===== config.mk =====
export PLATFORM = sky130hd
export DESIGN_NAME = ex_operand_stage
export DESIGN_NICKNAME = d
export VERILOG_FILES = /design/src/rtl/ex_operand_stage.sv
export SDC_FILE = /design/constraint.sdc
export NUM_CORES = 1
export LEC_CHECK = 0
export ABC_AREA = 0
export CAP_MARGIN = 10
export CORE_AREA = 2 2 140 142
export DETAILED_ROUTE_END_ITERATION = 16
export DIE_AREA = 0 0 142 144
export GPL_TIMING_DRIVEN = 0
export PLACE_DENSITY = 0.75
export SLEW_MARGIN = 0
export SYNTH_ARGS = -nofsm -noshare
export SYNTH_HDL_FRONTEND = slang
export SYNTH_SLANG_ARGS = --single-unit

===== constraint.sdc =====
create_clock -name clk -period 5.9 [get_ports clk]
set_input_delay 1.18 -clock clk [delete_from_list [all_inputs] [get_ports clk]]
set_output_delay 1.18 -clock clk [all_outputs]
set_load 0.1 [all_outputs]

===== src/rtl/ex_operand_stage.sv =====
// ex_operand_stage
//   ID/EX pipeline register that sits directly in front of the ALU.
//   - Resolves rs/rt operands at capture time. Priority is EX forward, then
//     MEM forward, then the register file. Index 0 always reads as zero.
//   - Stalls ID for one cycle when a load in EX produces a source that this
//     instruction uses (load-use bubble).
//   - Presents registered src1/src2/aluc and sideband fields to EX under a
//     valid/ready handshake. flush drops whatever the stage holds.
// Ports
//   clk, rst               clock, synchronous active-high reset
//   flush                  discard the held instruction and block capture
//   id_*                   decoded instruction from ID (id_valid/id_ready)
//   ex_fwd_*, mem_fwd_*    forwarding taps from the EX and MEM producers
//   ex_valid/ex_ready      handshake toward the ALU
//   src1, src2, aluc       ALU operands and opcode
//   ex_pc, ex_rd_idx, ex_wen, ex_is_load, ex_rt_fwd   sideband / store data
module ex_operand_stage #(
    parameter int XLEN = 32,
    parameter int REGW = 5
) (
    input  logic            clk,
    input  logic            rst,
    input  logic            flush,
    input  logic            id_valid,
    output logic            id_ready,
    input  logic [XLEN-1:0] id_pc,
    input  logic [REGW-1:0] id_rs_idx,
    input  logic [REGW-1:0] id_rt_idx,
    input  logic [XLEN-1:0] id_rs_val,
    input  logic [XLEN-1:0] id_rt_val,
    input  logic [15:0]     id_imm16,
    input  logic [4:0]      id_shamt,
    input  logic [1:0]      id_src1_sel,
    input  logic [1:0]      id_src2_sel,
    input  logic [3:0]      id_aluc,
    input  logic [REGW-1:0] id_rd_idx,
    input  logic            id_wen,
    input  logic            id_is_load,
    input  logic            ex_fwd_wen,
    input  logic            ex_fwd_is_load,
    input  logic [REGW-1:0] ex_fwd_idx,
    input  logic [XLEN-1:0] ex_fwd_data,
    input  logic            mem_fwd_wen,
    input  logic [REGW-1:0] mem_fwd_idx,
    input  logic [XLEN-1:0] mem_fwd_data,
    output logic            ex_valid,
    input  logic            ex_ready,
    output logic [XLEN-1:0] src1,
    output logic [XLEN-1:0] src2,
    output logic [3:0]      aluc,
    output logic [XLEN-1:0] ex_pc,
    output logic [REGW-1:0] ex_rd_idx,
    output logic            ex_wen,
    output logic            ex_is_load,
    output logic [XLEN-1:0] ex_rt_fwd
);

    logic            ex_valid_q, ex_valid_d;
    logic [XLEN-1:0] src1_q, src1_d;
    logic [XLEN-1:0] src2_q, src2_d;
    logic [3:0]      aluc_q;
    logic [XLEN-1:0] ex_pc_q;
    logic [REGW-1:0] ex_rd_idx_q;
    logic            ex_wen_q, ex_is_load_q;
    logic [XLEN-1:0] ex_rt_fwd_q;

    logic [XLEN-1:0] fwd_rs, fwd_rt;
    logic [XLEN-1:0] imm_zx, imm_sx, imm_hi;
    logic            uses_rs, uses_rt, load_use, capture;

    // Operand forwarding; a zero index short-circuits every source.
    always_comb begin
        fwd_rs = id_rs_val;
        if (id_rs_idx == '0)
            fwd_rs = '0;
        else if (ex_fwd_wen && ex_fwd_idx == id_rs_idx)
            fwd_rs = ex_fwd_data;
        else if (mem_fwd_wen && mem_fwd_idx == id_rs_idx)
            fwd_rs = mem_fwd_data;

        fwd_rt = id_rt_val;
        if (id_rt_idx == '0)
            fwd_rt = '0;
        else if (ex_fwd_wen && ex_fwd_idx == id_rt_idx)
            fwd_rt = ex_fwd_data;
        else if (mem_fwd_wen && mem_fwd_idx == id_rt_idx)
            fwd_rt = mem_fwd_data;
    end

    // rt is a real source either as ALU operand or as store data (no rd write).
    assign uses_rs  = (id_src1_sel == 2'b00) || (id_src1_sel == 2'b10);
    assign uses_rt  = (id_src2_sel == 2'b00) || !id_wen;
    assign load_use = ex_fwd_wen && ex_fwd_is_load && (ex_fwd_idx != '0) &&
                      ((uses_rs && ex_fwd_idx == id_rs_idx) ||
                       (uses_rt && ex_fwd_idx == id_rt_idx));

    assign id_ready = (!ex_valid_q || ex_ready) && !load_use && !flush && !rst;
    assign capture  = id_valid && id_ready;

    assign imm_zx = XLEN'(id_imm16);
    assign imm_sx = XLEN'($signed(id_imm16));
    assign imm_hi = imm_zx << 16;

    always_comb begin
        src1_d = '0;
        unique case (id_src1_sel)
            2'b00:   src1_d = fwd_rs;
            2'b01:   src1_d = XLEN'(id_shamt);
            2'b10:   src1_d = XLEN'(fwd_rs[4:0]);
            default: src1_d = '0;
        endcase

        src2_d = '0;
        unique case (id_src2_sel)
            2'b00:   src2_d = fwd_rt;
            2'b01:   src2_d = imm_sx;
            2'b10:   src2_d = imm_zx;
            default: src2_d = imm_hi;
        endcase

        // A held instruction survives only while EX is stalling it and no
        // flush arrives; capture already excludes flush via id_ready.
        ex_valid_d = 1'b0;
        if (capture)
            ex_valid_d = 1'b1;
        else if (!flush && ex_valid_q && !ex_ready)
            ex_valid_d = 1'b1;
    end

    // Data registers load only on capture, so a held instruction keeps the
    // operands resolved when it entered the stage.
    always_ff @(posedge clk) begin
        if (rst) begin
            ex_valid_q   <= 1'b0;
            src1_q       <= '0;
            src2_q       <= '0;
            aluc_q       <= '0;
            ex_pc_q      <= '0;
            ex_rd_idx_q  <= '0;
            ex_wen_q     <= 1'b0;
            ex_is_load_q <= 1'b0;
            ex_rt_fwd_q  <= '0;
        end else begin
            ex_valid_q <= ex_valid_d;
            if (capture) begin
                src1_q       <= src1_d;
                src2_q       <= src2_d;
                aluc_q       <= id_aluc;
                ex_pc_q      <= id_pc;
                ex_rd_idx_q  <= id_rd_idx;
                ex_wen_q     <= id_wen;
                ex_is_load_q <= id_is_load;
                ex_rt_fwd_q  <= fwd_rt;
            end
        end
    end

    assign ex_valid   = ex_valid_q;
    assign src1       = src1_q;
    assign src2       = src2_q;
    assign aluc       = aluc_q;
    assign ex_pc      = ex_pc_q;
    assign ex_rd_idx  = ex_rd_idx_q;
    assign ex_wen     = ex_wen_q;
    assign ex_is_load = ex_is_load_q;
    assign ex_rt_fwd  = ex_rt_fwd_q;

endmodule


# After elaboration in Yosys (flattened, before gate mapping)
# Index checks and enable logic that the tools add are counted.
[word_totals] register_bits=140 in_bits=224 output_inout_bits=141 elab_cells=57
[op_classes] n_eq_ne=8 mux=10 reduce_logical=30
[op_table] op="two-way mux 32 bit" count=6
[op_table] op="one-hot mux 32 bit (3 select lines)" count=2
[op_table] op="== test 5 bit" count=4
[op_table] op="logical AND 1 bit" count=15
[op_table] op="logical NOT 5 bit" count=2
[op_table] op="logical NOT 1 bit" count=6
[op_table] op="nonzero test 5 bit" count=1
[op_table] op="== test 2 x 1 -> 1 bit, second input constant" count=2
[op_table] op="== test 2 bit, second input constant" count=2
[op_table] op="logical NOT 2 bit" count=2
[op_table] op="logical OR 1 bit" count=4
[op_table] op="two-way mux 1 bit" count=2

# Longest topological paths before layout
# Gate-level depths: netlist of run 1.
[depth] depth_word=11 depth_mapped=9 depth_no_buf=6

# Least setup slack after synthesis of run 1
# Ideal clock, no wire load.
[synth_timing] kind="input port to output port" startpoint="input ex_fwd_idx[1]" endpoint="output id_ready" t_arrival_ns=2.688 required_time_ns=4.720 path_slack_ns=2.032 stages=3 n_path_buf=0 cell_sequence="or4_4 o211ai_4 o21a_1"
[synth_between] elab_chain_len=8 word_cells_on_any_way=12 classes_between="eq/ne: 2; reduce/logical: 10"
[synth_lines] item="from (decl)" line="41" source="input logic [REGW-1:0] ex_fwd_idx,"
[synth_lines] item="== test 5 bit (on tied branches)" line="94, 95"
[synth_lines] item="logical AND 1 bit (on tied branches)" line="94, 95"
[synth_lines] item="logical OR 1 bit" line="94" source="((uses_rs && ex_fwd_idx == id_rs_idx) ||"
[synth_lines] item="logical AND 1 bit (*)" line="93" source="assign load_use = ex_fwd_wen && ex_fwd_is_load && (ex_fwd_idx != '0) &&"
[synth_lines] item="logical NOT 1 bit (*)" line="97" source="assign id_ready = (!ex_valid_q || ex_ready) && !load_use && !flush && !rst;"
[synth_lines] item="logical AND 1 bit (*) (3 in a row)" line="97"
[synth_lines] item="to (decl)" line="25" source="output logic id_ready,"
# Every way passes the cells marked *; elsewhere a longest branch is shown, timed or not.

# Worst setup path in the final report of run 1
[layout_timing] startpoint="input id_src2_sel[1]" endpoint="output id_ready"
[layout_between] elab_chain_len=9
[layout_lines] item="from (decl)" line="34" source="input logic [1:0] id_src2_sel,"
[layout_lines] item="logical NOT 2 bit" line="92" source="assign uses_rt = (id_src2_sel == 2'b00) || !id_wen;"
[layout_lines] item="logical OR 1 bit" line="92"
[layout_lines] item="logical AND 1 bit" line="95" source="(uses_rt && ex_fwd_idx == id_rt_idx));"
[layout_lines] item="logical OR 1 bit" line="94"
[layout_lines] item="logical AND 1 bit" line="93"
[layout_lines] item="logical NOT 1 bit" line="97"
[layout_lines] item="logical AND 1 bit (3 in a row)" line="97"
# Every way passes these cells.

==> results.md, run 1 <==
* Grt ovf at 0
* Vias in the first global route at around 7,400
* Nets at around 1,400
* Number of synthesized flops with an enable pin at 0
* Detailed Route Iter0 Violations at roughly 570
* Sink Count at 140
* Die X-Extent at 142 um
* Yosys top cell by area: dfxtp_1
* Vias at a little under 8,000
* Busiest grt layer: met2
* Non-filler instance count after layout at roughly 1,400
* Final setup vio count at 0
* Residual DRC at 0
* P per Cell Area at 263 nW/um2
* Hold Crit Depth at 2
* Met2 usage at 49.3%
* Hold_buf cts at 0
* Routed len/inst at 20.9 um
* Buffers inserted by post-CTS timing repair at 0
* Maximum root-to-sink buffer count at 2
* Synth Instances at 800
* Maximum VDD drop at approximately 210 uV
* Area delta synth->final at 67.9%
* Clock H-tree levels at 4
* Vias per cell at 5.45
* Max-slew violations at 0
* Unique cell type count in the Yosys netlist at 44
* Gr usage total at between 20 and 30%
* Synth Flop Type: dfxtp_1
* CTS Buf Count at 17
* Skew final at ~7.8 ps
* Avg Inst Size Synth at about 8.4 um2
* R2R setup slack at around 3700 ps
* Min-delay worst type: register to register
* Global-route wire length before repair at around 43,000 um
* Post-Synthesis Cell Area at slightly below 7000 um2
* Clock transition at path regs at about 60 ps
* Starting Density at 35.4%
* Synth warnings at 0
* Cell Rows at between 50 and 60
* Chip Height at 144 um
* Max Cap Violations at 0
* #FFs+latches synth at 140
* CP startpoint kind: input port
* Actual slew at the worst max-slew pin at 1070 ps
* Core footprint at 19,100 um2
* Largest net degree at the start of global routing at 17
* Synth top area cells: dfxtp_1 (42%), mux2i_1 (7.9%), nand2_1 (7.5%)
* Post-synthesis sequential area ratio at about two fifths
* CTS tree: done
* CP Capture Type: primary output
* Outcome: finished, final reports clean
* # IOs at about 370
* Cells on worst reg2reg path at 6
* Antenna viol nets, final at 0
* Die Footprint at 20,400 um2
* Critical path arrival at 3770 ps
* Ys async rst share at 0%
* Initial antenna violation count at 0
* Util after Layout at between 50% and 60%
* # resized after CTS at 0
* # port buffers at about 360
* Fillers at roughly 1,700
* Worst Path Required at about 4700 ps
* CP max FO at 8
* Final worst path period need at ~5000 ps
* Pre-Repair DR Iteration Count at 7
* Detail Placement HPWL at ~24,000 um
* Synth top area share at roughly two fifths
* Gpl congestion at around 0.89
* Antenna fix cells at 0
* Fraction of layout cells with a size suffix above 1 at 5.86%
* Final wirelength at between 20,000 and 30,000 um
* Clk Latency, worst-skew pair at roughly 420 ps
* Leakage power at between 0.003 and 0.004 uW
* Max Clk Rate at around 200 MHz
* Post-synthesis net count at just over 1,000
* Met3 Use GR at under 10%
* Setup tns final at 0 ps
* Final Cycle Share at a little over four fifths
* Grt met1 use at approximately a third
* Critical path type: input port to primary output
* Placed Cells incl. Taps at 1,401
* Final Hold Viols at 0
* Slew headroom at 28.8%
* Unrepaired setup endpoints after global routing: no
* CTS root buffer: clkbuf_16
## worst max-delay path, stage by stage
cell and delay [ps]:
clkdlybuf4s50_1 710, o21ai_0 220, nand3_1 110, o32a_1 250, o21a_1 170, clkdlybuf4s50_1 1130
## state kept, by name, summed over array words and instances, names as in the netlist
register    cells
aluc            4
ex_pc          32
src2           32
ex_rt_fwd      32
ex_rd_idx       5
ex_wen          1
src1           32
ex_valid        1
ex_is_load      1
## layout make-up
type                    instances  area [um2]  share of cell area, %
inverters                       2        7.51                 0.0662
multi-input cells             586        3600                   31.8
plain buffers                  72         343                   3.02
clock buffers                  19         443                   3.91
flip-flops and latches        140        2800                   24.7
repair buffers                363        3630                   32.0
well taps                     238         298                   2.63
clock inverters                12         210                   1.85
## through the flow
stage	cell area, um2	worst slack [ps]	hold slack, ps	power [uW]
after global routing	11300	886	469	3070
after global placement	10700	961	439	1790
after floorplan	6750	2030	879	1480
after detailed placement	10700	964	446	1800
after CTS	11300	952	454	2990
final	11300	953	452	2980
## worst paths after layout
| check | start | to |
|---|---|---|
| worst max-delay path | id_src2_sel[1] | id_ready |
| worst min register to register | ex_pc[4] | ex_pc[4] |
| worst min-delay path | ex_pc[4] | ex_pc[4] |
| worst max register to register | ex_valid | src1[12] |
## report_power, final
| group | internal [uW] | leakage [uW] | switching [uW] |
|---|---|---|---|
| sequential | 986 | 0.00114 | 21.7 |
| clock | 766 | 0.000315 | 435 |
| combinational | 273 | 0.00251 | 502 |
| total | 2020 | 0.00396 | 958 |
## cells by family (layout without fill, tap and decap cells)
| group | count (synthesis) | in the layout | synth area share, % |
|---|---|---|---|
| multiplexers | 53 | 53 | 7.86 |
| AND/OR/NAND/NOR | 220 | 220 | 13.8 |
| flip-flops | 140 | 140 | 41.5 |
| XOR/XNOR | 21 | 21 | 2.72 |
| AO/OA/AOI/OAI | 292 | 292 | 28.9 |
| buffers and inverters | 74 | 468 | 5.19 |
## layout by cell type (no fill, tap or decap), types with 8 or more instances in the layout
master,netlist,final
a21oi_1,74,74
a31oi_1,31,31
a22o_1,27,27
xnor2_1,16,16
a211o_1,21,21
nor3_1,14,14
dfxtp_1,140,140
clkdlybuf4s50_1,0,363
clkbuf_1,38,39
a32o_1,31,31
buf_2,22,22
clkbuf_16,0,17
nand2_1,135,135
nor2_1,38,38
a221oi_1,12,12
nand3_1,17,17
o21ai_0,83,83
buf_4,8,8
mux2i_1,53,53
## per-layer routing
layer,vias up,part of all wire [%]
li1,3693,-
met1,3681,39
met4,0,2.4
met5,-,0
met2,382,50
met3,43,8.4
## cells in the mapped netlist, drive strengths merged, types with 2 or more instances
master,instances
a211o,21
a21o,5
a21oi,74
a221oi,12
a22o,27
a31oi,31
a32o,31
and2,2
buf,34
clkbuf,38
dfxtp,140
inv,2
mux2i,53
nand2,135
nand3,17
nor2,39
nor3,14
nor3b,2
o211ai,2
o21ai,83
or2,2
or4,2
xnor2,16
xor2,5
Power figures use the tool's default switching activity.
==> run 2, diff against run 1 <==
- CORE_AREA: 2 2 140 142 -> default
- CORE_MARGIN: default -> 2
- CORE_UTILIZATION: default -> 36
- DIE_AREA: 0 0 142 144 -> default
- PLACE_DENSITY: 0.75 -> 0.78
- clock period: 5.9 -> 4.4 ns (I/O delays scaled with it)
==> run 2 against run 1 <==
Effect of this change: cell area about the same; largest cell class unchanged; register-to-register slack worse by 1600 ps; die area shrank 2.8%; flip-flop and latch count did not move; critical path type unchanged; worst setup slack lost 560 ps; routed wire length is essentially flat; clock-buffer cell count rose by 1; largest power group unchanged; global-route usage up 0.65 points; cell count fell by 0.21%; total power up 33%.
==> results.md, run 2 (synthesized netlist as in run 1, its figures left out) <==
* Hold_buf cts at 0 (unchanged)
* Detailed Route Iter0 Violations at 590 (+2.8%)
* Final wirelength at 29,900 um (about the same)
* # port buffers at 363 (unchanged)
* Maximum root-to-sink buffer count at 2 (unchanged)
* Grt ovf at 0 (unchanged)
* Max Clk Rate at 250 MHz
* Starting Density at 36.3% (+0.95 points)
* Core footprint at 18,600 um2 (-2.6%)
* Setup tns final at 0 ps (unchanged)
* Outcome: finished, final reports clean
* Worst Path Required at 3520 ps (-1200 ps)
* Clock transition at path regs at 60 ps (about the same)
* Initial antenna violation count at 0 (unchanged)
* Critical path arrival at 3120 ps (-650 ps)
* Residual DRC at 0 (unchanged)
* Nets at 1,406 (unchanged)
* Clk Latency, worst-skew pair at 420 ps (about the same)
* Max Cap Violations at 0 (unchanged)
* Vias per cell at 5.55 (+2.0%)
* Max-slew violations at 0 (unchanged)
* Worst path top cell family by delay: buffers and inverters
* CP endpoint: id_ready
* Antenna fix cells at 0 (unchanged)
* CP Capture Type: primary output
* Min-delay worst type: register to register
* Cell Chain, Critical Path: clkdlybuf4s50_1 > o21ai_0 > nand3_1 > o32a_1 > o21a_1 > dlymetal6s2s_1
* Clock H-tree levels at 4 (unchanged)
* CTS tree: done
* Chip Height at 141 um (-2.1%)
* Global-route wire length before repair at 43,400 um (+0.61%)
* CTS root buffer: clkbuf_16
* Skew final at 5.99 ps (-1.79 ps)
* CP max FO at 8 (unchanged)
* CTS Buf Count at 17 (unchanged)
* P per Cell Area at 351 nW/um2 (+33%)
* Routed len/inst at 21.0 um (+0.14%)
* Die Footprint at 19,900 um2 (-2.8%)
* Total stage count of the critical path at 6 (unchanged)
* Gpl congestion at 0.903 (+1.8%)
* Buffers inserted by post-CTS timing repair at 0 (unchanged)
* Vias at 7,935 (+1.7%)
* Largest net degree at the start of global routing at 17 (unchanged)
* Final setup vio count at 0 (unchanged)
* Min Hold Slack at 455 ps (+2.30 ps)
* Slowest stage delay, CP at 740 ps (-390 ps)
* Critical path type: input port to primary output
* Commonest non-fill, non-tap cell in the layout: clkdlybuf4s50_1
* Cells on worst reg2reg path at 6 (unchanged)
* Gr usage total at 28.8% (+0.65 points)
* Antenna viol nets, final at 0 (unchanged)
* Area delta synth->final at 67.9% (about the same)
* Fraction of layout cells with a size suffix above 1 at 6.03% (+0.16 points)
* CP startpoint kind: input port
* Reg-to-Reg End: src1[17]
* Cell Rows at 50 (-2.0%)
* Maximum VDD drop at 279 uV (+34%)
* Leakage power at 0.00398 uW (+0.35%)
* Most frequent cells in the layout: clkdlybuf4s50_1 (362), dfxtp_1 (140), nand2_1 (135)
* Detail Placement HPWL at 24,000 um (+0.58%)
* Slowest CP cell: dlymetal6s2s_1
* # IOs at 365 (unchanged)
* R2R setup slack at 2040 ps (-1630 ps)
* Pre-Repair DR Iteration Count at 5 (-2)
* Actual slew at the worst max-slew pin at 1090 ps (+24.1 ps)
* Unrepaired setup endpoints after global routing: no
* Die X-Extent at 141 um (-0.73%)
* Vias in the first global route at 7,510 (+1.8%)
* # resized after CTS at 0 (unchanged)
* Critical path launch point: id_src2_sel[1]
* Final Hold Viols at 0 (unchanged)
* Final Cycle Share at 91.0%
* Slew headroom at 27.2% (-1.6 points)
* Crit path buf inv count at 2 (unchanged)
* Critical R2R Launch: ex_valid
* Fillers at 1,662 (-2.2%)
* Sink Count at 140 (unchanged)
* Final worst path period need at about 4000 ps
## run 2: cell count changes in the layout (fill, tap and decap cells not counted), sizes merged
cell           previous run  this run
clkinv                    3         5
inv                       5         3
bufinv                    5         4
clkbuf                   57        58
clkdlybuf4s50           363       362
clkinvlp                  1         2
dlymetal6s2s              0         1
## run 2: how the worst min path moves through the flow
stage / startpoint / endpoint / cells after the start
2_1_floorplan: ex_rt_fwd[14] / ex_rt_fwd[14] / 2
3_3_place_gp: ex_rt_fwd[14] / ex_rt_fwd[14] / 2
3_5_place_dp: ex_pc[15] / ex_pc[15] / 2
4_1_cts: ex_pc[15] / ex_pc[15] / 2
5_1_grt: ex_pc[0] / ex_pc[0] / 2
6_report: ex_pc[1] / ex_pc[1] / 2
## run 2: layer usage
metal  GRT usage (%)  routed length, um  vias up
met5               0                  0        -
met4            11.4                937        0
met3            6.42               2340       58
met2            49.0              14600      391
met1            35.7              12100     3793
li1                -                  -     3693
## run 2: metrics by stage
step	area (um2)	utilization (%)	power (uW)	worst slack (ps)	std cells
2_1_floorplan	6750	-	1980	1130	800
3_3_place_gp	10700	57.5	2400	40.4	1397
3_5_place_dp	10700	57.5	2410	28.2	1397
4_1_cts	11300	61.0	3990	8.78	1429
5_1_grt	11300	61.0	4090	324	1429
6_report	11300	61.0	3980	397	1429
## run 2: tightest hold or removal path, delay by kind of cell, from the launching register on
family / cells / cell delay (ps)
and+or+nand+nor: 1 / 50
AOI/OAI and AO/OA: 1 / 50
DFF: 1 / 310
## run 2: power by group
| group | internal [uW] | switching, uW |
|---|---|---|
| Clock | 1000 | 585 |
| Combinational | 366 | 675 |
| Sequential | 1320 | 29.5 |
## run 2: area by class of cell
cell class,count,area [um2],area share (%)
multi-input combinational,586,3600,31.8
timing repair buffer,363,3640,32.1
tap,234,293,2.58
sequential,140,2800,24.7
inverter,2,7.51,0.0662
clock buffer,20,467,4.12
buffer,72,343,3.02
clock inverter,12,186,1.64
==> run 3, diff against run 2 <==
- SLEW_MARGIN: 0 -> default
==> results of run 3 <==
The final DEF is identical to that of run 2; final timing and power are the same.
